File: config.mk
export PLATFORM = sky130hd
export DESIGN_NAME = legv8_fetch_unit
export DESIGN_NICKNAME = d
export VERILOG_FILES = /design/src/rtl/legv8_fetch_pkg.sv /design/src/rtl/legv8_fetch_hold_buffer.sv /design/src/rtl/legv8_fetch_unit.sv
export SDC_FILE = /design/constraint.sdc
export NUM_CORES = 1
export LEC_CHECK = 0
export CORE_MARGIN = 10
export CORE_UTILIZATION = 53
export CTS_BUF_LIST = sky130_fd_sc_hd__clkbuf_4 sky130_fd_sc_hd__clkbuf_8
export CTS_CLUSTER_SIZE = 8
export DETAILED_ROUTE_END_ITERATION = 7
export GPL_ROUTABILITY_DRIVEN = 0
export HOLD_SLACK_MARGIN = 0.02
export PLACE_DENSITY = 0.85
export REMOVE_ABC_BUFFERS = 1
export SLEW_MARGIN = 20
export SYNTH_ARGS = -nofsm -noshare
export SYNTH_HDL_FRONTEND = slang
export SYNTH_HIERARCHICAL = 1
export SYNTH_SLANG_ARGS = --single-unit
File: constraint.sdc
create_clock -name clk -period 6.01 [get_ports clk]
set_clock_uncertainty 0.1 [all_clocks]
set_input_delay 1.803 -clock clk [delete_from_list [all_inputs] [get_ports clk]]
set_output_delay 1.803 -clock clk [all_outputs]
set_load 0.03 [all_outputs]
File: src/rtl/legv8_fetch_pkg.sv
// Shared definitions for the LEGv8 fetch stage: state encoding, default widths,
// sequential PC step and reset constants (also used by the PC register and decode).
package legv8_fetch_pkg;

    localparam int unsigned FETCH_ADDR_W         = 32;
    localparam int unsigned FETCH_INSTR_W        = 32;
    localparam int unsigned FETCH_PC_STEP        = 4;
    localparam int unsigned FETCH_TIMEOUT_CYCLES = 64;

    typedef enum logic [1:0] {
        S_IDLE = 2'd0,
        S_REQ  = 2'd1,
        S_HOLD = 2'd2
    } fetch_state_e;

    localparam fetch_state_e                RST_STATE = S_IDLE;
    localparam logic [FETCH_ADDR_W-1:0]  RST_ADDR  = '0;
    localparam logic [FETCH_INSTR_W-1:0] RST_INSTR = '0;

endpackage

File: src/rtl/legv8_fetch_hold_buffer.sv
// Single-entry skid register catching a fetched word that arrives while IF/ID is
// occupied and stalled. Flush has priority over load, load over drain.
module legv8_fetch_hold_buffer
    import legv8_fetch_pkg::*;
#(
    parameter int unsigned ADDR_W  = FETCH_ADDR_W,
    parameter int unsigned INSTR_W = FETCH_INSTR_W
) (
    input  logic               clk,
    input  logic               reset,
    input  logic               load_i,
    input  logic               drain_i,
    input  logic               flush_i,
    input  logic [INSTR_W-1:0] instr_i,
    input  logic [ADDR_W-1:0]  pc_i,
    output logic               valid_o,
    output logic [INSTR_W-1:0] instr_o,
    output logic [ADDR_W-1:0]  pc_o
);

    logic               valid_q;
    logic [INSTR_W-1:0] instr_q;
    logic [ADDR_W-1:0]  pc_q;

    always_ff @(posedge clk or posedge reset) begin
        if (reset) begin
            valid_q <= 1'b0;
            instr_q <= INSTR_W'(RST_INSTR);
            pc_q    <= ADDR_W'(RST_ADDR);
        end else if (flush_i) begin
            valid_q <= 1'b0;
        end else if (load_i) begin
            valid_q <= 1'b1;
            instr_q <= instr_i;
            pc_q    <= pc_i;
        end else if (drain_i) begin
            valid_q <= 1'b0;
        end
    end

    assign valid_o = valid_q;
    assign instr_o = instr_q;
    assign pc_o    = pc_q;

endmodule

File: src/rtl/legv8_fetch_unit.sv
// LEGv8 fetch stage: req/ack instruction fetch, next_pc generation, IF/ID register.
// Optional watchdog enabled by defining FETCH_TIMEOUT_EN.
module legv8_fetch_unit
    import legv8_fetch_pkg::*;
#(
    parameter int unsigned ADDR_W         = FETCH_ADDR_W,
    parameter int unsigned INSTR_W        = FETCH_INSTR_W,
    parameter int unsigned PC_STEP        = FETCH_PC_STEP,
    parameter int unsigned TIMEOUT_CYCLES = FETCH_TIMEOUT_CYCLES
) (
    input  logic               clk,
    input  logic               reset,
    input  logic [ADDR_W-1:0]  pc,
    output logic [ADDR_W-1:0]  next_pc,
    input  logic               branch_taken,
    input  logic [ADDR_W-1:0]  branch_target,
    input  logic               stall,
    output logic               imem_req,
    output logic [ADDR_W-1:0]  imem_addr,
    input  logic               imem_ack,
    input  logic [INSTR_W-1:0] imem_rdata,
    output logic               if_valid,
    output logic [INSTR_W-1:0] if_instr,
    output logic [ADDR_W-1:0]  if_pc,
    output logic               imem_fault
);

    fetch_state_e       state_q;
    logic               kill_q;
    logic               imem_req_q;
    logic [ADDR_W-1:0]  imem_addr_q;
    logic               if_valid_q;
    logic [INSTR_W-1:0] if_instr_q;
    logic [ADDR_W-1:0]  if_pc_q;

    logic               accept_ack;
    logic               slot_busy;
    logic               issue;
    logic               hold_load;
    logic               hold_drain;
    logic               hold_flush;
    logic               hold_valid;
    logic [INSTR_W-1:0] hold_instr;
    logic [ADDR_W-1:0]  hold_pc;

    always_comb begin
        accept_ack = (state_q == S_REQ) && imem_ack && !kill_q && !branch_taken;
        slot_busy  = if_valid_q && stall;
        hold_load  = accept_ack && slot_busy;
        hold_drain = (state_q == S_HOLD) && !branch_taken && !stall;
        hold_flush = (state_q == S_HOLD) && branch_taken;

        // Every path that (re)launches a request loads imem_addr from next_pc.
        issue = 1'b0;
        case (state_q)
            S_IDLE:  issue = 1'b1;
            S_REQ:   issue = imem_ack && !hold_load;
            S_HOLD:  issue = branch_taken || !stall;
            default: issue = 1'b0;
        endcase

        if (branch_taken)
            next_pc = branch_target;
        else if (accept_ack)
            next_pc = pc + ADDR_W'(PC_STEP);
        else
            next_pc = pc;
    end

    always_ff @(posedge clk or posedge reset) begin
        if (reset) begin
            state_q     <= RST_STATE;
            kill_q      <= 1'b0;
            imem_req_q  <= 1'b0;
            imem_addr_q <= ADDR_W'(RST_ADDR);
            if_valid_q  <= 1'b0;
            if_instr_q  <= INSTR_W'(RST_INSTR);
            if_pc_q     <= ADDR_W'(RST_ADDR);
        end else begin
            if (issue) begin
                imem_req_q  <= 1'b1;
                imem_addr_q <= next_pc;
            end else if (hold_load) begin
                imem_req_q  <= 1'b0;
            end

            case (state_q)
                S_IDLE: state_q <= S_REQ;
                S_REQ: begin
                    // A redirect cannot withdraw the outstanding request; mark its data stale.
                    if (imem_ack)
                        kill_q <= 1'b0;
                    else if (branch_taken)
                        kill_q <= 1'b1;
                    if (hold_load)
                        state_q <= S_HOLD;
                end
                S_HOLD: begin
                    if (issue)
                        state_q <= S_REQ;
                end
                default: state_q <= S_IDLE;
            endcase

            if (branch_taken) begin
                if_valid_q <= 1'b0;
            end else if (accept_ack && !slot_busy) begin
                if_valid_q <= 1'b1;
                if_instr_q <= imem_rdata;
                if_pc_q    <= imem_addr_q;
            end else if (hold_drain && hold_valid) begin
                if_valid_q <= 1'b1;
                if_instr_q <= hold_instr;
                if_pc_q    <= hold_pc;
            end else if (!stall) begin
                if_valid_q <= 1'b0;
            end
        end
    end

    legv8_fetch_hold_buffer #(
        .ADDR_W  (ADDR_W),
        .INSTR_W (INSTR_W)
    ) u_hold (
        .clk     (clk),
        .reset   (reset),
        .load_i  (hold_load),
        .drain_i (hold_drain),
        .flush_i (hold_flush),
        .instr_i (imem_rdata),
        .pc_i    (imem_addr_q),
        .valid_o (hold_valid),
        .instr_o (hold_instr),
        .pc_o    (hold_pc)
    );

    assign imem_req  = imem_req_q;
    assign imem_addr = imem_addr_q;
    assign if_valid  = if_valid_q;
    assign if_instr  = if_instr_q;
    assign if_pc     = if_pc_q;

`ifdef FETCH_TIMEOUT_EN
    localparam int unsigned TO_W = $clog2(TIMEOUT_CYCLES + 1);

    logic [TO_W-1:0] to_cnt_q;
    logic            fault_q;

    always_ff @(posedge clk or posedge reset) begin
        if (reset) begin
            to_cnt_q <= '0;
            fault_q  <= 1'b0;
        end else begin
            if (issue)
                to_cnt_q <= '0;
            else if ((state_q == S_REQ) && !imem_ack && (to_cnt_q != TO_W'(TIMEOUT_CYCLES)))
                to_cnt_q <= to_cnt_q + 1'b1;
            if (to_cnt_q == TO_W'(TIMEOUT_CYCLES))
                fault_q <= 1'b1;
        end
    end

    assign imem_fault = fault_q;
`else
    assign imem_fault = 1'b0;
`endif

endmodule

## Word level (Yosys, flattened, before mapping)

Cells that the tools add are included.

- Register bits after elaboration: 166
- Bits of input ports: 101
- Output and inout bits: 131
- Logic and storage cells: 65

- $add $sub $neg: 1
- Eq/ne operators: 5
- Multiplexer cells: 21
- Bitwise logic cells: 2
- Reductions and logical operators: 26

Operators by type and width:

| operator | count |
|---|---|
| two-way mux 32 bit | 6 |
| adder 32 x 3 -> 32 bit (second input constant) | 1 |
| logical AND 1 bit | 11 |
| two-way mux 1 bit | 11 |
| AND reduction 2 bit | 4 |
| one-hot mux 2 bit (3 select lines) | 1 |
| nonzero test 2 bit | 3 |
| logical NOT 1 bit | 5 |
| two-way mux 2 bit | 2 |
| inequality test 2 bit (second input constant) | 2 |
| inequality test 4 x 2 -> 1 bit (second input constant) | 1 |
| one-hot mux 1 bit (3 select lines) | 1 |
| nonzero test 3 bit | 1 |
| == test 2 x 1 -> 1 bit (second input constant) | 1 |
| == test 2 bit (second input constant) | 1 |
| logical NOT 2 bit | 1 |
| NOT 1 bit | 2 |
| logical OR 1 bit | 1 |

## Depth between registers and ports, before layout

Gate-level depths: netlist (run 1).

- Depth in word-level cells: 10
- Depth in mapped cells: 9
- Gate-level depth less buffers: 5

## Cells and area by module

Netlist (run 1), hierarchy kept.

By module, submodules not included:

| module | instances | cells an instance | area each (µm²) | sequential area each (µm²) |
|---|---|---|---|---|
| legv8_fetch_unit | 1 | 573 | 5382.7 | 2527.4 |
| legv8_fetch_hold_buffer | 1 | 141 | 2745.1 | 1626.6 |

## Least setup slack after synthesis (run 1)

OpenSTA, ideal clock, no wires.

- Path kind: in2out
- From: in pc[9]
- To: out next_pc[20]
- Data arrival time: 3773 ps
- Setup slack: 334 ps
- Stages: 4
- Buffers on the path: 0
- Path through: nand4_1 > nor4_2 > nand2_1 > o311ai_0

- Word-level cells in the longest chain between the ends: 3

Ends and longest elaborated chain:

| what | line | source |
|---|---|---|
| start, declared | legv8_fetch_unit.sv:13 | `input logic [ADDR_W-1:0] pc,` |
| adder 32 x 3 -> 32 bit | legv8_fetch_unit.sv:65 | `next_pc = pc + ADDR_W'(PC_STEP);` |
| two-way mux 32 bit | legv8_fetch_unit.sv:64 | `else if (accept_ack)` |
| two-way mux 32 bit | legv8_fetch_unit.sv:62 | `if (branch_taken)` |
| end, declared | legv8_fetch_unit.sv:14 | `output logic [ADDR_W-1:0] next_pc,` |

No other way between the ends.

## Worst setup path in the final report (run 1)

- From: in pc[17]
- To: out next_pc[27]

Same word-level chain as after synthesis.

==> metrics.yaml, run 1 <==
tns_ns: 0
ir_drop_v: 0.0002216
critPathTopFamily: "buffers and inverters"
synthCells: 714
cts_tree: "yes"
ys_types: 50
rsz0062_at_grt: "false"
gr-total-overflow: 0
yosys_warnings: 6
synth_area_per_cell_um2: 11.38
layout_setup_ws_ns: 0.06413
cp_max_fo: 3
postCtsSetupBuffers: 0
clockBufferDepth: 2
maxSlewHeadroom: 0.2604
end_kind: "primary output"
yosys_register_bits: 166
setup_violations: 0
ys_async_sr_fraction: 1.000
dieArea_um2: 20690
leakage_nw: 5.113
tightestPinTransition_ns: 1.109
clock_latency_ns: 0.45
num_rows: 45
grt_max_degree: 98
clkSlewWorstSetupHoldPaths_ns: 0.08
r2r_slack_ns: 3.19
pre_cts_slack_ns: -0.1407
cp.arrival_ns: 4.04
vias_per_cell: 5.816
hold_path_depth: 2
path_cells: "clkdlybuf4s50_1 > nand4_1 > or4_4 > o311a_1 > a221o_1 > dlygate4sd2_1"
track_usage: 0.2476
cp_slowest_cell: "or4_4"
synthFlopType: "dfrtp_1"
die_x_um: 143.8
r2r-start: "state_q[1]"
drt_iter0_markers: 501
io_pins: 232
finalMaxSlewViolations: 0
cts_root_buf: "clkbuf_8"
fill_cells: 1037
reg2reg_depth: 7
area_growth_pct: 39.16
synth-seq-area-share: 0.5111
post-dp-hpwl_um: 17880
layout.nets: 1079
reg2reg_to: "u_hold/pc_o[23]"
core_area_um2: 15090
timing.hold.ws_ns: 0.3981
final_util: 0.7496
crit_buf_inv: 2
first_pass_iters: 5
drive_gt1_frac: 0.2222
drc_errors: 0
timing.final.crit_share: 0.9893
critical_path_class: "in -> out"
routedWlPerCell_um: 21.53
holdBufCountCts: 0
initial_core_util: 0.5386
antenna_found_initial: 1
grt_pass1_wl_um: 40140
grt_pass1_vias: 7187
fp.dieH_um: 143.8
crit_required_ns: 4.11
wirelength_um: 25380
maxCapViolations: 0
crit_path_start_kind: "primary input"
period_minus_slack_ns: 5.946
min_to: "if_pc[29]"
synth_edf_count: 0
h-tree-depth: 4
cts_buffers: 17
port_buffers: 230
final_hold_viol_count: 0
status: "completed"
max_freq_ghz: 0.1682
syn_area_um2: 8128
powerDensity_nw_per_um2: 323.1
min_from: "if_pc[29]"
slowest_delay_ns: 0.55
via_count: 6857
hp-class: "reg -> reg"
clock_sinks: 166
antenna_left: 0
sequential cells by signal, indices dropped and copies added (netlist names):
signal	flops
if_valid	1
u_hold/instr_o	32
state_q	2
imem_addr	32
u_hold/pc_o	32
imem_req	1
kill_q	1
u_hold/valid_o	1
if_instr	32
if_pc	32
cell type report:
cell class / count / area (µm²) / area share
inverter: 12 / 51.30 / 0.004535
timing repair buffer: 289 / 2779 / 0.2457
tap: 188 / 235.2 / 0.02080
clock buffer: 19 / 255.2 / 0.02257
sequential: 166 / 4154 / 0.3673
clock inverter: 13 / 168.9 / 0.01493
antenna: 1 / 2.502 / 0.0002212
multi-input combinational: 491 / 3665 / 0.3240
report_power, final:
| group | internal (mW) | leakage (nW) | total (mW) | switching [mW] |
|---|---|---|---|---|
| sequential | 1.37 | 1.99 | 1.54 | 0.166 |
| clock | 0.431 | 0.203 | 0.862 | 0.430 |
| combinational | 0.605 | 2.92 | 1.26 | 0.651 |
Yosys cell counts (2+ instances only):
master / instances / area share
buf_2: 3 / 0.0018
clkbuf_1: 32 / 0.015
o221ai_1: 6 / 0.0065
buf_12: 7 / 0.017
mux2i_1: 34 / 0.042
a21oi_1: 39 / 0.024
o311a_1: 5 / 0.0062
nand2_1: 43 / 0.020
dfrtp_1: 166 / 0.51
nand3_1: 12 / 0.0074
and3_1: 2 / 0.0015
nor2_1: 114 / 0.053
a31oi_1: 2 / 0.0015
and2_1: 2 / 0.0015
nand4_1: 12 / 0.0092
a41oi_1: 2 / 0.0022
nor2b_1: 5 / 0.0038
nand2b_1: 3 / 0.0023
nor3_1: 8 / 0.0049
xnor2_1: 8 / 0.0086
xor2_1: 5 / 0.0054
a221o_1: 10 / 0.012
buf_1: 2 / 0.00092
mux2_2: 32 / 0.044
and4_1: 8 / 0.0086
o22ai_1: 32 / 0.025
inv_1: 11 / 0.0051
or2_2: 3 / 0.0023
o41a_1: 2 / 0.0028
o21ai_0: 17 / 0.010
mux2_4: 60 / 0.11
o311ai_0: 7 / 0.0075
nor4_1: 3 / 0.0023
repair_timing:
item	in CTS	in global routing
setup endpoints to repair	5	6
cloned	0	0
gates resized for setup	5	6
layer usage:
metal / up-vias / track usage / share of wire
met3: 43 / 0.08548 / 0.090
li1: 3094 / - / -
met5: - / 0 / 0
met1: 3415 / 0.3064 / 0.41
met4: 0 / 0.07845 / 0.024
met2: 305 / 0.3973 / 0.48
cells by family (layout without fill, tap and decap cells):
kind of cell / after synthesis / count (layout) / share of synthesized area
flip-flops: 166 / 166 / 0.5111
buffers and inverters: 57 / 333 / 0.04126
XOR/XNOR: 13 / 13 / 0.01401
adder cells (fa/ha/maj): 1 / 1 / 0.001539
multiplexers: 126 / 126 / 0.1970
other: 1 / 2 / 0.0004614
AND/OR/NAND/NOR: 225 / 225 / 0.1333
AO/OA/AOI/OAI: 125 / 125 / 0.1013
per-stage QoR:
stage	cell area [µm²]	instances	power (mW)
finish	11310	1179	3.655
global route	11310	1179	3.818
CTS	11300	1178	3.677
detailed placement	10880	1146	2.815
global placement	10880	1146	2.773
floorplan	7838	669	2.233
worst max path at each step:
stage,to,start,cells after the start,slack [ns]
after global placement,next_pc[27],pc[17],6,-0.15
after CTS,next_pc[24],imem_ack,6,0.007
final,next_pc[27],pc[17],6,0.06
after detailed placement,next_pc[27],pc[17],6,-0.14
after global routing,next_pc[30],imem_ack,8,0.001
after floorplan,next_pc[20],imem_ack,4,0.26
worst reg2reg max path: cells and delay by family, from the launching register on:
family	cells	cell delay, ns
buf+inv	3	1.02
simple gates	3	0.68
flops	1	0.48
mux	1	0.44
placed cells by master, fill, tap and decap left out, types with 7 or more instances in the layout:
master and instances:
clkdlybuf4s50_1 201, clkbuf_8 18, xnor2_1 8, nand2_1 41, nor2_1 114, nand3_1 12
a221o_1 10, o22ai_1 32, mux2i_1 34, nand4_1 12, buf_12 7, mux2_2 32
and4_1 8, mux2_4 60, inv_1 9, o21ai_0 16, buf_4 72, dfrtp_1 166
nor3_1 8, a21oi_1 39
Power figures use the tool's default switching activity.
==> run 2: changes to the inputs <==
--- a/config.mk
+++ b/config.mk
@@ -5,7 +5,6 @@
 export SDC_FILE = /design/constraint.sdc
 export NUM_CORES = 1
 export LEC_CHECK = 0
-export CORE_MARGIN = 10
 export CORE_UTILIZATION = 53
 export CTS_BUF_LIST = sky130_fd_sc_hd__clkbuf_4 sky130_fd_sc_hd__clkbuf_8
 export CTS_CLUSTER_SIZE = 8
@@ -13,6 +12,7 @@
 export GPL_ROUTABILITY_DRIVEN = 0
 export HOLD_SLACK_MARGIN = 0.02
 export PLACE_DENSITY = 0.85
+export RECOVER_POWER = 100
 export REMOVE_ABC_BUFFERS = 1
 export SLEW_MARGIN = 20
 export SYNTH_ARGS = -nofsm -noshare
==> run 2 against run 1 <==
The run now ends with max-capacitance violations, max-slew violations left. Utilization fell by 1.3 points. Clock power fell by 2.8%. Fmax rose by 0.39%. Cell area fell by 3.9%. Count of clock-buffer cells in the layout fell by 1. First-iteration DRC count rose by 2.6%. Critical path depth rose by 1. Sequential share of layout area rose by 1.5 points. Critical endpoint is now next_pc[26]. Largest cell class unchanged.
==> metrics.yaml, run 2 (synthesis gave the netlist of run 1 again) <==
status: "complete, but fails checks"
failed_checks: "max-capacitance violations, max-slew violations"
clkSlewWorstSetupHoldPaths_ns: 0.09
period_minus_slack_ns: 5.922
vias_per_cell: 5.777
finalMaxSlewViolations: 267
core_area_um2: 14750
clock_sinks: 166
final_cell_mix: "166 x dfrtp_1, 114 x nor2_1, 103 x dlygate4sd3_1"
timing.hold.ws_ns: 0.3912
timing.final.crit_share: 0.9854
leakage_nw: 4.869
cp.arrival_ns: 4.02
setup_violations: 0
cts_root_buf: "clkbuf_8"
cts_tree: "yes"
min_from: "if_pc[8]"
crit_required_ns: 4.11
track_usage: 0.3107
routedWlPerCell_um: 20.32
cts_buffers: 17
fp.dieH_um: 125.8
power_frac_comb: 0.319
drc_errors: 0
ir_drop_v: 0.0001657
grt_pass1_wl_um: 37710
grt_util_met1: 0.3909
antenna_found_initial: 1
hold_path_depth: 2
clock_latency_ns: 0.47
min_to: "if_pc[8]"
busiest_layer: "met2"
use_met2: 0.5196
pwr-share-clk: 0.241
initial_core_util: 0.5509
p_sw_frac: 0.3595
drive_gt1_frac: 0.1436
drt_iter0_markers: 514
r2r-start: "state_q[1]"
port_buffers: 230
h-tree-depth: 4
pre_cts_slack_ns: -0.2026
layout_setup_ws_ns: 0.08753
tightestPinTransition_ns: 2.414
maxCapViolations: 9
internal_power_mw: 2.224
tns_ns: 0
r2r_slack_ns: 2.00
num_rows: 44
grt_max_degree: 98
via_count: 6736
layout.nets: 1071
critical_path_class: "in -> out"
end_kind: "primary output"
crit_path_start_kind: "primary input"
antenna_left: 0
post-dp-hpwl_um: 16530
dieArea_um2: 15830
reg2reg_to: "u_hold/pc_o[22]"
clockBufferDepth: 2
p_seq_frac: 0.440
max_freq_ghz: 0.1688
cp_max_fo: 19
gr-total-overflow: 0
holdBufCountCts: 0
wirelength_um: 23700
p_switching_mw: 1.248
final_common_cell: "dfrtp_1"
maxSlewHeadroom: -0.6090
fin_cells: 1166
grt_pass1_vias: 6997
insertedDiodeCount: 0
io_pins: 232
final_hold_viol_count: 0
first_pass_iters: 7
rsz0062_at_grt: "false"
die_x_um: 125.8
area_growth_pct: 33.76
hp-class: "reg -> reg"
reg2reg_depth: 7
grt_use_met3: 0.08369
powerDensity_nw_per_um2: 319.3
dp.cells: 1134
-- run 2: repair_timing --
| action | 4_1_cts | 5_1_grt |
|---|---|---|
| gates cloned | 0 | 0 |
| buffers inserted | 0 | 0 |
| resized for setup | 8 | 12 |
| endpoints found under the setup margin | 8 | 9 |
-- run 2: worst max-delay path by stage --
stage / start / endpoint / slack, ns / cells past startpoint
2_1_floorplan: imem_ack / next_pc[20] / 0.26 / 4
3_3_place_gp: pc[20] / next_pc[25] / -0.18 / 6
3_5_place_dp: pc[20] / next_pc[25] / -0.20 / 6
4_1_cts: pc[20] / next_pc[25] / 0.02 / 6
5_1_grt: pc[9] / next_pc[26] / 0.02 / 7
6_report: pc[4] / next_pc[26] / 0.09 / 7
-- run 2: worst max-delay path: stages --
cell and delay (ns):
clkdlybuf4s50_1 0.53, and4_1 0.26, nand4_1 0.17, buf_12 0.20
o41a_1 0.39, a221o_1 0.29, dlygate4sd2_1 0.37
-- run 2: power by group through the flow --
| stage | Combinational, mW | Sequential, mW | Clock, mW |
|---|---|---|---|
| 2_1_floorplan | 0.428 | 1.81 | 0 |
| 5_1_grt | 1.17 | 1.56 | 0.897 |
| 6_report | 1.11 | 1.53 | 0.838 |
| 3_5_place_dp | 1.24 | 1.56 | 0 |
| 3_3_place_gp | 1.22 | 1.54 | 0 |
| 4_1_cts | 1.25 | 1.54 | 0.850 |
-- run 2: per-stage QoR --
stage	cell area (µm²)	util	power, mW
final	10870	0.7369	3.472
after global routing	10870	0.7369	3.624
after floorplan	7838	-	2.233
after global placement	10810	0.7327	2.754
after detailed placement	10810	0.7327	2.802
after CTS	11210	0.7599	3.640
-- run 2: area by class of cell --
class,count,area (µm²)
clock buffer,18,241.5
clock inverter,14,170.2
fill,1081,3882
timing repair buffer,281,2603
inverter,12,47.55
tap,184,230.2
sequential,166,4154
multi-input combinational,491,3426
-- run 2: metal layers --
layer | wire length (µm) | up-vias | part of all wire
li1 | - | 3094 | -
met1 | 9809 | 3313 | 0.41
met2 | 11660 | 284 | 0.49
met3 | 1707 | 43 | 0.072
met4 | 504 | 2 | 0.021
met5 | 10 | - | 0.00042
